[src/rtl/lsu_mem_ctrl_if.sv]
// Core request/response handshake plus byte-lane RAM port of the load/store controller.
// slave = controller view, master = core + RAM environment view.
interface lsu_mem_ctrl_if #(
    parameter int ADDR_WIDTH = 31,
    parameter int DATA_WIDTH = 31
);
    logic                  i_req_valid;
    logic                  o_req_ready;
    logic                  i_req_we;
    logic [2:0]            i_funct3;
    logic [31:0]           i_addr;
    logic [31:0]           i_wdata;
    logic                  o_resp_valid;
    logic                  i_resp_ready;
    logic [31:0]           o_resp_rdata;
    logic                  o_resp_err;
    logic                  o_ram_read_req;
    logic [ADDR_WIDTH:0]   o_ram_read_addr;
    logic [DATA_WIDTH:0]   i_ram_read_data;
    logic                  o_ram_write_enable;
    logic [3:0]            o_ram_byte_enable;
    logic [ADDR_WIDTH:0]   o_ram_write_addr;
    logic [DATA_WIDTH:0]   o_ram_write_data;

    modport slave (
        input  i_req_valid, i_req_we, i_funct3, i_addr, i_wdata, i_resp_ready, i_ram_read_data,
        output o_req_ready, o_resp_valid, o_resp_rdata, o_resp_err,
               o_ram_read_req, o_ram_read_addr, o_ram_write_enable, o_ram_byte_enable,
               o_ram_write_addr, o_ram_write_data
    );

    modport master (
        output i_req_valid, i_req_we, i_funct3, i_addr, i_wdata, i_resp_ready, i_ram_read_data,
        input  o_req_ready, o_resp_valid, o_resp_rdata, o_resp_err,
               o_ram_read_req, o_ram_read_addr, o_ram_write_enable, o_ram_byte_enable,
               o_ram_write_addr, o_ram_write_data
    );
endinterface

[src/rtl/lsu_mem_ctrl.sv]
// RV32I load/store controller: decodes one request into a single RAM access,
// then aligns/extends load data and returns a response with an error flag.
module lsu_mem_ctrl #(
    parameter int ADDR_WIDTH = 31,
    parameter int DATA_WIDTH = 31
) (
    input  logic            clk,
    input  logic            rst,
    input  logic            clk_en,
    lsu_mem_ctrl_if.slave   bus
);
    typedef enum logic [2:0] {IDLE, STORE, LOAD_REQ, LOAD_WAIT, RESP} state_t;

    state_t              state;
    logic [2:0]          f3_q;
    logic [1:0]          lo_q;
    logic [ADDR_WIDTH:0] word_addr;
    logic                err_c;
    logic [3:0]          be_c;
    logic [31:0]         wd_c;
    logic [31:0]         ld_sh;
    logic [31:0]         ld_ext;

    // Word address: drop the byte offset, zero-extend when the RAM port is wider.
    generate
        if (ADDR_WIDTH >= 30) begin : g_wa_ext
            assign word_addr = {{(ADDR_WIDTH - 29){1'b0}}, bus.i_addr[31:2]};
        end else begin : g_wa_trunc
            assign word_addr = bus.i_addr[ADDR_WIDTH+2:2];
        end
    endgenerate

    assign bus.o_req_ready = !rst && (state == IDLE);

    always_comb begin
        logic illegal;
        logic misalign;
        illegal  = bus.i_req_we ? (bus.i_funct3 > 3'd2)
                                : (bus.i_funct3 == 3'd3 || bus.i_funct3 >= 3'd6);
        misalign = 1'b0;
        be_c     = 4'b0000;
        wd_c     = bus.i_wdata;
        case (bus.i_funct3[1:0])
            2'd0: begin
                be_c = 4'b0001 << bus.i_addr[1:0];
                wd_c = {4{bus.i_wdata[7:0]}};
            end
            2'd1: begin
                misalign = bus.i_addr[0];
                be_c     = bus.i_addr[1] ? 4'b1100 : 4'b0011;
                wd_c     = {2{bus.i_wdata[15:0]}};
            end
            2'd2: begin
                misalign = (bus.i_addr[1:0] != 2'b00);
                be_c     = 4'b1111;
            end
            default: ;
        endcase
        err_c = illegal || misalign;
    end

    // Load lane alignment and extension from the latched funct3/offset.
    always_comb begin
        ld_sh = bus.i_ram_read_data >> {lo_q, 3'b000};
        case (f3_q)
            3'd0:    ld_ext = {{24{ld_sh[7]}}, ld_sh[7:0]};
            3'd1:    ld_ext = {{16{ld_sh[15]}}, ld_sh[15:0]};
            3'd4:    ld_ext = {24'd0, ld_sh[7:0]};
            3'd5:    ld_ext = {16'd0, ld_sh[15:0]};
            default: ld_ext = ld_sh;
        endcase
    end

    always_ff @(posedge clk or posedge rst) begin
        if (rst) begin
            state                  <= IDLE;
            f3_q                   <= '0;
            lo_q                   <= '0;
            bus.o_resp_valid       <= 1'b0;
            bus.o_resp_rdata       <= '0;
            bus.o_resp_err         <= 1'b0;
            bus.o_ram_read_req     <= 1'b0;
            bus.o_ram_read_addr    <= '0;
            bus.o_ram_write_enable <= 1'b0;
            bus.o_ram_byte_enable  <= '0;
            bus.o_ram_write_addr   <= '0;
            bus.o_ram_write_data   <= '0;
        end else if (clk_en) begin
            case (state)
                IDLE: if (bus.i_req_valid) begin
                    f3_q <= bus.i_funct3;
                    lo_q <= bus.i_addr[1:0];
                    if (err_c) begin
                        bus.o_resp_valid <= 1'b1;
                        bus.o_resp_err   <= 1'b1;
                        bus.o_resp_rdata <= '0;
                        state            <= RESP;
                    end else if (bus.i_req_we) begin
                        bus.o_ram_write_addr   <= word_addr;
                        bus.o_ram_write_data   <= wd_c;
                        bus.o_ram_byte_enable  <= be_c;
                        bus.o_ram_write_enable <= 1'b1;
                        state                  <= STORE;
                    end else begin
                        bus.o_ram_read_addr <= word_addr;
                        bus.o_ram_read_req  <= 1'b1;
                        state               <= LOAD_REQ;
                    end
                end
                STORE: begin
                    bus.o_ram_write_enable <= 1'b0;
                    bus.o_resp_valid       <= 1'b1;
                    bus.o_resp_err         <= 1'b0;
                    bus.o_resp_rdata       <= '0;
                    state                  <= RESP;
                end
                LOAD_REQ: begin
                    bus.o_ram_read_req <= 1'b0;
                    state              <= LOAD_WAIT;
                end
                LOAD_WAIT: begin
                    bus.o_resp_rdata <= ld_ext;
                    bus.o_resp_err   <= 1'b0;
                    bus.o_resp_valid <= 1'b1;
                    state            <= RESP;
                end
                RESP: if (bus.i_resp_ready) begin
                    bus.o_resp_valid <= 1'b0;
                    state            <= IDLE;
                end
                default: state <= IDLE;
            endcase
        end
    end
endmodule

[src/flat_wrapper.sv]
// flat-port wrapper written by rule: the top's interface ports become plain ports
module lsu_mem_ctrl_flat 
#(
    parameter int ADDR_WIDTH = 31,
    parameter int DATA_WIDTH = 31
)
  (clk, rst, clk_en, bus_i_req_valid, bus_i_req_we, bus_i_funct3, bus_i_addr, bus_i_wdata, bus_i_resp_ready, bus_i_ram_read_data, bus_o_req_ready, bus_o_resp_valid, bus_o_resp_rdata, bus_o_resp_err, bus_o_ram_read_req, bus_o_ram_read_addr, bus_o_ram_write_enable, bus_o_ram_byte_enable, bus_o_ram_write_addr, bus_o_ram_write_data);
  lsu_mem_ctrl_if #(.ADDR_WIDTH(ADDR_WIDTH), .DATA_WIDTH(DATA_WIDTH)) bus_i ();
  input  logic clk;
  input  logic rst;
  input  logic clk_en;
  input wire logic [$bits(bus_i.i_req_valid)-1:0] bus_i_req_valid;
  input wire logic [$bits(bus_i.i_req_we)-1:0] bus_i_req_we;
  input wire logic [$bits(bus_i.i_funct3)-1:0] bus_i_funct3;
  input wire logic [$bits(bus_i.i_addr)-1:0] bus_i_addr;
  input wire logic [$bits(bus_i.i_wdata)-1:0] bus_i_wdata;
  input wire logic [$bits(bus_i.i_resp_ready)-1:0] bus_i_resp_ready;
  input wire logic [$bits(bus_i.i_ram_read_data)-1:0] bus_i_ram_read_data;
  output wire logic [$bits(bus_i.o_req_ready)-1:0] bus_o_req_ready;
  output wire logic [$bits(bus_i.o_resp_valid)-1:0] bus_o_resp_valid;
  output wire logic [$bits(bus_i.o_resp_rdata)-1:0] bus_o_resp_rdata;
  output wire logic [$bits(bus_i.o_resp_err)-1:0] bus_o_resp_err;
  output wire logic [$bits(bus_i.o_ram_read_req)-1:0] bus_o_ram_read_req;
  output wire logic [$bits(bus_i.o_ram_read_addr)-1:0] bus_o_ram_read_addr;
  output wire logic [$bits(bus_i.o_ram_write_enable)-1:0] bus_o_ram_write_enable;
  output wire logic [$bits(bus_i.o_ram_byte_enable)-1:0] bus_o_ram_byte_enable;
  output wire logic [$bits(bus_i.o_ram_write_addr)-1:0] bus_o_ram_write_addr;
  output wire logic [$bits(bus_i.o_ram_write_data)-1:0] bus_o_ram_write_data;
  assign bus_i.i_req_valid = bus_i_req_valid;
  assign bus_i.i_req_we = bus_i_req_we;
  assign bus_i.i_funct3 = bus_i_funct3;
  assign bus_i.i_addr = bus_i_addr;
  assign bus_i.i_wdata = bus_i_wdata;
  assign bus_i.i_resp_ready = bus_i_resp_ready;
  assign bus_i.i_ram_read_data = bus_i_ram_read_data;
  assign bus_o_req_ready = bus_i.o_req_ready;
  assign bus_o_resp_valid = bus_i.o_resp_valid;
  assign bus_o_resp_rdata = bus_i.o_resp_rdata;
  assign bus_o_resp_err = bus_i.o_resp_err;
  assign bus_o_ram_read_req = bus_i.o_ram_read_req;
  assign bus_o_ram_read_addr = bus_i.o_ram_read_addr;
  assign bus_o_ram_write_enable = bus_i.o_ram_write_enable;
  assign bus_o_ram_byte_enable = bus_i.o_ram_byte_enable;
  assign bus_o_ram_write_addr = bus_i.o_ram_write_addr;
  assign bus_o_ram_write_data = bus_i.o_ram_write_data;
  lsu_mem_ctrl #(.ADDR_WIDTH(ADDR_WIDTH), .DATA_WIDTH(DATA_WIDTH)) u_core (.clk(clk), .rst(rst), .clk_en(clk_en), .bus(bus_i));
endmodule
[config.mk]
export PLATFORM = sky130hd
export DESIGN_NAME = lsu_mem_ctrl_flat
export DESIGN_NICKNAME = d
export VERILOG_FILES = /design/src/rtl/lsu_mem_ctrl_if.sv /design/src/rtl/lsu_mem_ctrl.sv /design/src/flat_wrapper.sv
export SDC_FILE = /design/constraint.sdc
export NUM_CORES = 1
export LEC_CHECK = 0
export CORE_MARGIN = 4
export CORE_UTILIZATION = 32
export DETAILED_ROUTE_END_ITERATION = 7
export PLACE_DENSITY = 0.71
export SETUP_SLACK_MARGIN = 0.3
export SLEW_MARGIN = 0
export SYNTH_ARGS = -nofsm -noshare
export SYNTH_HDL_FRONTEND = slang
export SYNTH_SLANG_ARGS = --single-unit
export TNS_END_PERCENT = 10
[constraint.sdc]
create_clock -name clk -period 3.9 [get_ports clk]
set_clock_uncertainty 0.1 [all_clocks]
set_input_delay 0.39 -clock clk [delete_from_list [all_inputs] [get_ports clk]]
set_output_delay 0.39 -clock clk [all_outputs]
set_load 0.02 [all_outputs]
Yosys cells after proc, flatten, opt, wreduce, memory -nomap -nowiden:

Cells that the tools add are included.

* bits in registers: 140
* input bits: 105
* output and inout bits: 137

* reduce and logical (&&, ||, !) cells: 23
* shift-type cells: 2
* $lt $le $gt $ge: 2
* bitwise operators: 2
* mux-type cells: 27
* eq/ne operators: 16

Operator list (count)
* one-hot mux 32 bit (4 select lines): 1
* one-hot mux 32 bit (3 select lines): 1
* two-way mux 32 bit: 2
* one-hot mux 32 bit (2 select lines): 1
* >> shifter 32 x 5 -> 32 bit: 1
* AND reduction 5 bit: 5
* one-hot mux 3 bit (4 select lines): 1
* one-hot mux 4 bit (3 select lines): 1
* two-way mux 1 bit: 10
* inequality test 2 bit, second input constant: 5
* equality test 3 x 2 -> 1 bit, second input constant: 3
* equality test 3 bit, second input constant: 3
* two-way mux 3 bit: 3
* one-hot mux 1 bit (2 select lines): 4
* AND reduction 4 bit: 2
* nonzero test 2 bit: 4
* equality test 3 x 1 -> 1 bit, second input constant: 2
* logical NOT 3 bit: 2
* AND reduction 3 bit: 2
* nonzero test 3 bit: 2
* two-way mux 4 bit: 1
* << shifter 1 x 2 -> 4 bit, first input constant: 1
* greater-or-equal comparator 3 bit, second input constant: 1
* > comparator 3 x 2 -> 1 bit, second input constant: 1
* other kinds (11): 13

Logic depth before layout (Yosys ltp):

Gate-level depths: netlist of the first run.

* depth after elaboration: 7
* depth in mapped cells: 8

Worst setup path after synthesis of the first run:

No wires, ideal clock.

* path kind: input to register
* start point: input port bus_i_funct3[0]
* end point: register u_core.bus.o_ram_write_addr[18] (netlist name)
* arrival: 2073 ps
* library setup time: 125 ps
* stages: 7
* required time: 3675 ps
* setup slack: 1602 ps
* path through: inv_1 -> ha_1 -> o211ai_1 -> nand2_1 -> nor4_4 -> buf_2 -> mux2_2

* longest elaborated chain between the ends: 6
* elaborated cells between the ends (all ways): 11

Ends and longest elaborated chain
* start: declaration: line flat_wrapper.sv:14 `input wire logic [$bits(bus_i.i_funct3)-1:0] bus_i_funct3;`
* greater-or-equal comparator 3 bit / equality test 3 x 2 -> 1 bit (equally long branches): line lsu_mem_ctrl.sv:39 `: (bus.i_funct3 == 3'd3 || bus.i_funct3 >= 3'd6);`
* logical OR 1 bit: line lsu_mem_ctrl.sv:39
* two-way mux 1 bit: line lsu_mem_ctrl.sv:38 `illegal = bus.i_req_we ? (bus.i_funct3 > 3'd2)`
* logical OR 1 bit (*): line lsu_mem_ctrl.sv:59 `err_c = illegal || misalign;`
* NOT 1 bit (no source line) (*)
* AND reduction 5 bit (no source line) (*)
* end signal: assignment: line lsu_mem_ctrl.sv:99 `bus.o_ram_write_addr <= word_addr;`
* end: declaration: line lsu_mem_ctrl_if.sv:29 `o_ram_write_addr, o_ram_write_data`

Every way passes the cells marked *; elsewhere a longest branch is shown, timed or not.
A chain may end at the register's enable or synchronous reset.

Final worst setup path of the first run:

* start point: input port bus_i_funct3[1]
* end point: register u_core.bus.o_ram_write_data[7] (netlist name)

* longest elaborated chain between the ends: 6
* elaborated cells between the ends (all ways): 11

Ends and longest elaborated chain
* greater-or-equal comparator 3 bit / equality test 3 x 2 -> 1 bit (equally long branches): line lsu_mem_ctrl.sv:39
* logical OR 1 bit: line lsu_mem_ctrl.sv:39
* two-way mux 1 bit: line lsu_mem_ctrl.sv:38
* logical OR 1 bit (*): line lsu_mem_ctrl.sv:59
* NOT 1 bit (no source line) (*)
* AND reduction 5 bit (no source line) (*)
* end signal: assignment: line lsu_mem_ctrl.sv:100 `bus.o_ram_write_data <= wd_c;`
* end: declaration: line lsu_mem_ctrl_if.sv:29

Marked as above.

==> impl_results.rst, run 1 <==
.. list-table::
   :header-rows: 1

   * - Metric
     - Value
   * - Global-route wire length before repair
     - 29,000 µm
   * - Total die area
     - 22,000 µm²
   * - Element type at the critical path end
     - flop
   * - Antenna violations before repair
     - 0
   * - Final Util
     - 49.1%
   * - Starting DRC count in detailed routing
     - 149
   * - Final Cycle Share
     - 76.1%
   * - Total length of routed wires
     - 18,500 µm
   * - Vertical die dimension
     - 148 µm
   * - Layout cell share with drive strength beyond 1
     - 17.2%
   * - DRC Markers
     - 0
   * - Gate count of the mapped netlist
     - 530
   * - Half-perimeter wire length after placement
     - 13,600 µm
   * - Number of optimization iterations in the first detailed-route pass
     - 5
   * - Cell row count
     - 51
   * - Data arrival time of the critical path
     - 3.16 ns
   * - Setup TNS
     - 0 ns
   * - Fill cell instance count of the final layout
     - 1,787
   * - Yosys top cell area share
     - 55.6%
   * - Worst min path class
     - reg2reg
   * - Number of synthesized flops with an enable pin
     - 0
   * - CTS tree
     - done
   * - Nets
     - 870
   * - Crit path kind
     - in2reg
   * - Count of buffers from port buffering
     - 237
   * - Clock-pin slew of the registers on the worst-case setup and hold paths
     - 0.06 ns
   * - Slew Limit Headroom
     - 37.1%
   * - Ratio of routed vias to standard cells
     - 4.87
   * - Leading cell type by number of instances after synthesis
     - dfrtp_1
   * - Slew of the pin with the lowest slew margin
     - 0.944 ns
   * - Number of global-route vias before repair
     - 5,215
   * - F_max
     - 0.337 GHz
   * - Maximum ir drop on the vdd rail
     - 0.292 mV
   * - Data required time of the critical path
     - 4.09 ns
   * - Number of buffers created by CTS
     - 17
   * - Status
     - completed
   * - Synthesized flop and latch total
     - 140
   * - Clock sinks
     - 140
   * - Library cell occupying the most area in the post-synthesis netlist
     - dfrtp_1
   * - Final hold violation count
     - 0
   * - Cell area after technology mapping
     - 6300 µm²
   * - Ys async rst share
     - 100%
   * - Quantity of gates resized following cts
     - 0
   * - Average routed wire per standard cell
     - 17.8 µm
   * - Count of warnings emitted by yosys
     - 0
   * - Placeable core area
     - 19,400 µm²
   * - Vias
     - 5,052
   * - Slew Viols, Final
     - 0
   * - Pwr Density
     - 785 nW/µm²
   * - Clock tree root driver cell
     - clkbuf_16
   * - Chip Width
     - 148 µm
   * - Main synth FF type
     - dfrtp_1
   * - Maximum clock path buffer count
     - 2
   * - Grt total ovfl
     - 0
   * - Boundary Pins
     - 242
   * - Area Overhead vs Synth
     - 51.3%
   * - CP max FO
     - 41
   * - Total global-route track usage
     - 16.8%
   * - Max-cap violations
     - 0
   * - Area taken by flip-flops and latches
     - 3500 µm²
   * - Post-cts hold buffer count
     - 0
   * - H-tree depth
     - 4
   * - Sequential cell area fraction in the yosys report
     - 55.6%
   * - Post-CTS setup buffers
     - 0
   * - Final critical-path required period
     - 2.97 ns
   * - Top cells by count, synth
     - 140 x dfrtp_1, 83 x mux2_2, 40 x nand2_1
   * - Avg Synthesized Cell Area
     - 11.9 µm²
   * - Cells taking the most area after synthesis
     - dfrtp_1 56%, mux2_2 15%, mux2i_1 3.8%, a21oi_1 3.0%, a221o_1 2.5%
   * - Number of endpoints failing setup at the final stage
     - 0
   * - Number of distinct library cells after synthesis
     - 40
   * - Latest clock arrival within the worst-skew pair
     - 0.42 ns
   * - Multi-input logic area
     - 2590 µm²
   * - Nature of the critical path startpoint
     - input port
   * - Post-detailed-route count of antenna-violating nets
     - 0
   * - Pleak
     - 4.07 nW
   * - Maximum number of pins on one net before global-route repair
     - 75
   * - Final antenna diode count
     - 0
   * - Final weighted congestion in routability-driven placement
     - 0.827
   * - Initial core utilization
     - 32.5%
   * - Unrepaired setup endpoints after global routing
     - false
## state kept, by name (all words and copies together), names as in the netlist, 2 cells and up
name,count
u_core.bus.o_ram_read_addr,30
u_core.state,3
u_core.bus.o_resp_rdata,32
u_core.f3_q,3
u_core.bus.o_ram_write_data,32
u_core.bus.o_ram_byte_enable,4
u_core.lo_q,2
u_core.bus.o_ram_write_addr,30
## final cells by class
type	instances	share of cell area (%)
timing repair buffer	248	25.9
tap	265	3.48
clock inverter	12	1.42
inverter	9	0.394
multi-input combinational	344	27.2
sequential	140	36.8
clock buffer	20	4.79
## stage by stage
step                      instance area, µm²  hold slack, ns  instances  power, W  setup WS (ns)
final                                   9530           0.386       1038   0.00747          0.930
after detailed placement                8930           0.370       1006   0.00592          0.498
after global routing                    9530           0.404       1038   0.00792          0.754
after CTS                               9530           0.390       1038   0.00758          0.953
after floorplan                         6310           0.404        533   0.00425           1.60
after global placement                  8930           0.362       1006   0.00586          0.594
## final timing paths
path	from	to	slack, ns	depth (start not counted)
min in group asynchronous	rst	u_core.f3_q[1]$_DFFE_PP0P_	0.55	3
max reg2reg	u_core.state[0]$_DFFE_PP0P_	u_core.bus.o_resp_rdata[25]$_DFFE_PP0P_	1.46	6
min reg2reg	u_core.bus.o_ram_write_addr[15]$_DFFE_PP0P_	u_core.bus.o_ram_write_addr[15]$_DFFE_PP0P_	0.39	1
max in group asynchronous	rst	u_core.bus.o_ram_read_addr[24]$_DFFE_PP0P_	2.49	3
min	u_core.bus.o_ram_write_addr[15]$_DFFE_PP0P_	u_core.bus.o_ram_write_addr[15]$_DFFE_PP0P_	0.39	1
max	bus_i_funct3[1]	u_core.bus.o_ram_write_data[7]$_DFFE_PP0P_	0.93	8
## cell usage in the layout (no fill, tap or decap), types with 3 or more instances in the layout
master / instances
a31oi_1: 11
clkbuf_16: 17
o31ai_1: 10
ha_1: 5
nor2b_1: 8
a21oi_1: 38
conb_1: 4
a22oi_1: 16
o211ai_1: 3
nand2_1: 40
mux2_1: 3
dfrtp_1: 140
clkinv_2: 3
nor3_1: 3
nor2_1: 39
buf_4: 10
a21o_1: 3
inv_1: 8
a221o_1: 16
o21ai_0: 16
clkdlybuf4s50_1: 237
mux2i_1: 24
mux2_2: 83
inv_6: 4
## worst max-delay path: stages
cell and delay, ns:
clkdlybuf4s50_1 0.61, inv_1 0.12, ha_1 0.40, nand3_1 0.20, nand2_1 0.18, nor4_4 0.39
buf_4 0.45, mux2_2 0.38
## layer usage
layer	global-route usage (%)	share of wire [%]	wire length, µm
met5	0	0	0
met4	5.22	1.8	337
met3	6.06	8.6	1600
met2	27.5	48	8820
met1	20.9	42	7740
## power breakdown
part	total, W	internal, W	switching, W
logic	0.00340	0.00171	0.00169
clock network	0.00162	0.000983	0.000633
registers	0.00245	0.00208	0.000376
total	0.00747	0.00477	0.00270
## cells by family after synthesis
logic type      Yosys count  synth area share (%)
other cells               1                0.0596
mux                     110                  19.2
simple gates            106                  7.97
flops                   140                  55.6
buf+inv                  49                  3.52
compound gates          119                  12.6
fa+ha+maj                 5                 0.994
Power figures use the tool's default switching activity.
==> run 2, diff against run 1 <==
clock period = 2.4 ns   (was 3.9 ns; I/O delays follow)
==> impl_results.rst, run 2 (synthesized netlist as in run 1, its figures left out) <==
.. list-table::
   :header-rows: 1

   * - Metric
     - Value
   * - Data required time of the critical path
     - 2.59 ns
   * - Most common library cell in the layout ignoring fill and taps
     - clkdlybuf4s50_1
   * - Unrepaired setup endpoints after global routing
     - true
   * - Global-route wire length before repair
     - 30,500 µm
   * - Element type at the critical path end
     - flop
   * - Antenna violations before repair
     - 0
   * - Pwr Density
     - 1210 nW/µm²
   * - Worst path slowest cell
     - clkdlybuf4s50_1
   * - Latest clock arrival within the worst-skew pair
     - 0.41 ns
   * - Total length of routed wires
     - 19,700 µm
   * - Number of endpoints failing setup at the final stage
     - 0
   * - Number of optimization iterations in the first detailed-route pass
     - 5
   * - Vertical die dimension
     - 148 µm
   * - Half-perimeter wire length after placement
     - 14,000 µm
   * - Top flop regs
     - u_core.bus.o_ram_write_data (32), u_core.bus.o_resp_rdata (32)
   * - Boundary Pins
     - 242
   * - Largest stage delay, worst path
     - 0.50 ns
   * - Clock sinks
     - 140
   * - Crit path kind
     - in2reg
   * - Portion of total power attributed to combinational logic
     - 47.7%
   * - Total global-route track usage
     - 17.5%
   * - Placeable core area
     - 19,400 µm²
   * - Net load switching power
     - 0.00441 W
   * - CTS tree
     - done
   * - Cell row count
     - 51
   * - Final antenna diode count
     - 0
   * - Cell internal power dissipation
     - 0.00771 W
   * - Max-cap violations
     - 0
   * - Final hold violation count
     - 0
   * - Status
     - completed
   * - Maximum clock path buffer count
     - 2
   * - Nets
     - 911
   * - Data arrival time of the critical path
     - 2.20 ns
   * - Pleak
     - 4.34 nW
   * - Fraction of power consumed by the clock network
     - 19.5%
   * - Clock tree root driver cell
     - clkbuf_16
   * - Count of buffers from port buffering
     - 237
   * - Average routed wire per standard cell
     - 18.3 µm
   * - Worst min path class
     - in2reg
   * - Nature of the critical path startpoint
     - input port
   * - Total die area
     - 22,000 µm²
   * - Layout cell share with drive strength beyond 1
     - 22.1%
   * - Number of global-route vias before repair
     - 5,558
   * - CP max FO
     - 10
   * - Starting DRC count in detailed routing
     - 201
   * - Vias
     - 5,257
   * - Ratio of routed vias to standard cells
     - 4.88
   * - F_max
     - 0.496 GHz
   * - Fill cell instance count of the final layout
     - 1,721
   * - Final weighted congestion in routability-driven placement
     - 0.865
   * - Initial core utilization
     - 32.5%
   * - Slew Viols, Final
     - 0
   * - Flop pwr share
     - 32.8%
   * - Commonest cells after routing, fill and taps aside
     - 234 x clkdlybuf4s50_1, 140 x dfrtp_1, 83 x mux2_2
   * - Clock-pin slew of the registers on the worst-case setup and hold paths
     - 0.06 ns
   * - Grt total ovfl
     - 0
   * - Chip Width
     - 148 µm
   * - Switching part of the total power
     - 36.4%
   * - Worst hold margin
     - 0.182 ns
   * - Cell Chain, Critical Path
     - clkdlybuf4s50_1 > o211ai_1 > nand2_2 > nor4_4 > buf_6 > buf_4 > buf_16 > mux2_2
   * - Final Cycle Share
     - 83.9%
   * - Maximum ir drop on the vdd rail
     - 0.444 mV
   * - DRC Markers
     - 0
   * - Total Power Consumption
     - 0.0121 W
   * - Final critical-path required period
     - 2.01 ns
   * - Area Overhead vs Synth
     - 59.5%
   * - Setup TNS
     - 0 ns
   * - Maximum number of pins on one net before global-route repair
     - 75
   * - Post-cts hold buffer count
     - 0
   * - Post-detailed-route count of antenna-violating nets
     - 0
   * - H-tree depth
     - 4
   * - Number of buffers created by CTS
     - 17
run 2: changes by cell type in the layout (fill, tap and decap cells not counted), moves of 3 or more:
cell,delta
clkdlybuf4s50_1,-3
clkinvlp_4,+3
buf_4,+22
buf_6,+4
buf_16,+3
buf_12,+10
run 2: worst max-delay path, delay by kind of cell:
| kind | cells | cell delay (ns) |
|---|---|---|
| simple gates | 2 | 0.41 |
| mux | 1 | 0.33 |
| compound gates | 1 | 0.28 |
| buf+inv | 4 | 0.93 |
run 2: what timing repair did:
action,CTS,global route
setup endpoints to repair,80,98
cloned,4,2
gates resized for setup,12,9
buffers inserted,8,2
pin swaps,3,5
run 2: power by group through the flow:
| stage | Combinational (W) | Sequential (W) | Clock, W |
|---|---|---|---|
| after detailed placement | 0.00573 | 0.00401 | 0 |
| after floorplan | 0.00181 | 0.00509 | 0 |
| after global placement | 0.00565 | 0.00399 | 0 |
| after CTS | 0.00577 | 0.00398 | 0.00242 |
| after global routing | 0.00616 | 0.00412 | 0.00252 |
| final | 0.00578 | 0.00398 | 0.00236 |
run 2: area by class of cell:
type                       instances  area (µm²)  area share (%)
sequential                       140        3500            34.9
timing repair buffer             289        3020            30.0
multi-input combinational        344        2630            26.1
clock buffer                      21         460            4.58
tap                              265         332            3.30
clock inverter                    10        67.6           0.673
inverter                           9        37.5           0.374
run 2: routing by layer:
layer	track usage (%)	up-vias	wire length, µm
met3	5.70	21	1640
li1	-	2450	-
met5	0	-	0
met4	5.27	0	298
met1	21.0	2572	8070
met2	30.2	214	9710
run 2: final timing paths:
path,startpoint,slack (ns),depth (start not counted),end
setup / recovery,bus_i_addr[0],0.39,8,u_core.bus.o_ram_write_data[6]$_DFFE_PP0P_
hold / removal,bus_i_funct3[0],0.18,3,u_core.f3_q[0]$_DFFE_PP0P_
setup reg to reg,u_core.lo_q[0]$_DFFE_PP0P_,0.39,6,u_core.bus.o_resp_rdata[23]$_DFFE_PP0P_
hold reg to reg,u_core.bus.o_resp_rdata[7]$_DFFE_PP0P_,0.38,2,u_core.bus.o_resp_rdata[7]$_DFFE_PP0P_
max in group asynchronous,rst,1.60,3,u_core.bus.o_ram_write_addr[18]$_DFFE_PP0P_
min in group asynchronous,rst,0.24,3,u_core.bus.o_resp_err$_DFFE_PP0P_
run 2: metrics by stage:
| stage | utilization [%] | std cells | setup WS [ns] | instance area [µm²] |
|---|---|---|---|---|
| global route | 51.8 | 1078 | 0.266 | 10000 |
| detailed placement | 47.4 | 1031 | -0.242 | 9200 |
| global placement | 47.4 | 1031 | -0.175 | 9200 |
| CTS | 51.3 | 1074 | 0.265 | 9960 |
| floorplan | - | 533 | 0.252 | 6310 |
| finish | 51.8 | 1078 | 0.385 | 10000 |
==> run 3, diff against run 2 <==
PLACE_DENSITY = 0.69   (was 0.71)
clock period = 2.1 ns   (was 2.4 ns; I/O delays follow)
==> impl_results.rst, run 3 (synthesized netlist as in run 1, its figures left out) <==
.. list-table::
   :header-rows: 1

   * - Metric
     - Value
   * - Grt peak-use layer
     - met2
   * - Starting DRC count in detailed routing
     - 248
   * - Boundary Pins
     - 242
   * - Vertical die dimension
     - 148 µm
   * - Multi-input logic area
     - 2740 µm²
   * - Number of global-route vias before repair
     - 5,559
   * - Total length of routed wires
     - 19,700 µm
   * - Final critical-path required period
     - 1.90 ns
   * - Clock sinks
     - 140
   * - F_max
     - 0.526 GHz
   * - Unrepaired setup endpoints after global routing
     - true
   * - Number of endpoints failing setup at the final stage
     - 0
   * - Total die area
     - 22,000 µm²
   * - Cell row count
     - 51
   * - Total Power Consumption
     - 0.0147 W
   * - Chip Width
     - 148 µm
   * - Most common library cell in the layout ignoring fill and taps
     - clkdlybuf4s50_1
   * - Nature of the critical path startpoint
     - input port
   * - Maximum number of pins on one net before global-route repair
     - 31
   * - Pwr Density
     - 1410 nW/µm²
   * - Maximum ir drop on the vdd rail
     - 0.808 mV
   * - Max-cap violations
     - 0
   * - Commonest cells after routing, fill and taps aside
     - 233 x clkdlybuf4s50_1, 138 x dfrtp_1, 71 x mux2_2
   * - Global-route met2 utilization
     - 29.3%
   * - Ratio of routed vias to standard cells
     - 4.78
   * - Fill cell instance count of the final layout
     - 1,697
   * - Vias
     - 5,284
   * - Data required time of the critical path
     - 2.30 ns
   * - Initial core utilization
     - 32.5%
   * - Placeable core area
     - 19,400 µm²
   * - CP max FO
     - 5
   * - Number of stages on the worst hold path
     - 3
   * - Slew Viols, Final
     - 0
   * - H-tree depth
     - 4
   * - Pre-CTS worst setup slack
     - -0.449 ns
   * - Grt total ovfl
     - 0
   * - Pleak
     - 4.54 nW
   * - Half-perimeter wire length after placement
     - 14,200 µm
   * - Final Cycle Share
     - 90.5%
   * - Antenna violations before repair
     - 4
   * - Nets
     - 935
   * - Area taken by flip-flops and latches
     - 3510 µm²
   * - Clock tree root driver cell
     - clkbuf_16
   * - Slew of the pin with the lowest slew margin
     - 0.714 ns
   * - Area Overhead vs Synth
     - 65.3%
   * - Crit path kind
     - in2reg
   * - Number of optimization iterations in the first detailed-route pass
     - 5
   * - Clock-pin slew of the registers on the worst-case setup and hold paths
     - 0.06 ns
   * - Post-layout worst setup margin
     - 0.200 ns
   * - Total global-route track usage
     - 18.0%
   * - DRC Markers
     - 0
   * - Data arrival time of the critical path
     - 2.10 ns
   * - Element type at the critical path end
     - flop
   * - Average routed wire per standard cell
     - 17.8 µm
   * - Placement-stage cell area
     - 9440 µm²
   * - Status
     - completed
   * - Maximum clock path buffer count
     - 2
   * - Count of buffers from port buffering
     - 237
   * - Top flop regs
     - u_core.bus.o_ram_write_data (32), u_core.bus.o_resp_rdata (32)
   * - Final hold violation count
     - 0
   * - Worst hold margin
     - 0.160 ns
   * - Worst reg-to-reg path cell count
     - 5
   * - Met1 usage in global routing
     - 22.6%
   * - Latest clock arrival within the worst-skew pair
     - 0.41 ns
   * - CTS tree
     - done
   * - Worst min path class
     - in2reg
   * - Setup TNS
     - 0 ns
   * - Layout cell share with drive strength beyond 1
     - 25.9%
   * - Final Cell Area
     - 10,400 µm²
   * - M3 GR Usage
     - 4.94%
   * - Final weighted congestion in routability-driven placement
     - 0.808
   * - Number of buffers created by CTS
     - 17
   * - Slew Limit Headroom
     - 52.3%
   * - Post-cts hold buffer count
     - 0
   * - Global-route wire length before repair
     - 31,000 µm
   * - Post-detailed-route count of antenna-violating nets
     - 0
-- run 3: path summary, 6_finish.rpt --
check	start	endpoint	slack, ns
worst max-delay path	bus_i_funct3[1]	u_core.bus.o_resp_rdata[5]$_DFFE_PP0P_	0.20
worst min-delay path	bus_i_addr[0]	u_core.lo_q[0]$_DFFE_PP0P_	0.16
worst max register to register	u_core.state[2]$_DFFE_PP0P_	u_core.bus.o_ram_write_addr[12]$_DFFE_PP0P_	0.21
worst min register to register	u_core.bus.o_resp_rdata[7]$_DFFE_PP0P_	u_core.bus.o_resp_rdata[7]$_DFFE_PP0P_	0.38
max in group asynchronous	rst	u_core.bus.o_ram_write_data[14]$_DFFE_PP0P_	1.12
min in group asynchronous	rst	u_core.bus.o_ram_write_data[9]$_DFFE_PP0P_	0.20
-- run 3: layout make-up --
class	instances	share of cell area, %
sequential	140	33.7
timing repair buffer	313	30.6
clock buffer	18	4.12
clock inverter	14	1.66
antenna	3	0.0721
tap	265	3.19
inverter	9	0.361
multi-input combinational	344	26.3
-- run 3: per-stage QoR --
step | cells | utilization [%]
after detailed placement | 1052 | 48.7
after CTS | 1101 | 53.4
after floorplan | 533 | -
final | 1106 | 53.7
after global routing | 1106 | 53.7
after global placement | 1052 | 48.7
-- run 3: power breakdown --
| group | total [W] | leakage [nW] | internal, W | switching (W) |
|---|---|---|---|---|
| combinational | 0.00705 | 2.48 | 0.00369 | 0.00337 |
| sequential | 0.00457 | 1.77 | 0.00386 | 0.000704 |
| clock | 0.00306 | 0.290 | 0.00180 | 0.00126 |
-- run 3: critical path, stage by stage --
cell,delay [ns]
dlygate4sd2_1,0.26
inv_2,0.09
ha_4,0.21
o211ai_1,0.13
nand2_2,0.12
buf_6,0.14
o41ai_4,0.37
buf_6,0.20
buf_16,0.12
buf_4,0.10
nand2_1,0.05
o31ai_1,0.08
-- run 3: timing repair --
item,in CTS,in global routing
pin swaps,16,6
cloned,5,0
buffers inserted,12,2
gates resized for setup,32,10
endpoints found under the setup margin,132,128
endpoints found under the hold margin,0,0
-- run 3: layer usage --
| layer | vias to the layer above | wire [µm] |
|---|---|---|
| met4 | 2 | 605 |
| met2 | 185 | 9630 |
| met3 | 35 | 1320 |
| met5 | - | 13 |
| li1 | 2503 | - |
| met1 | 2559 | 8170 |
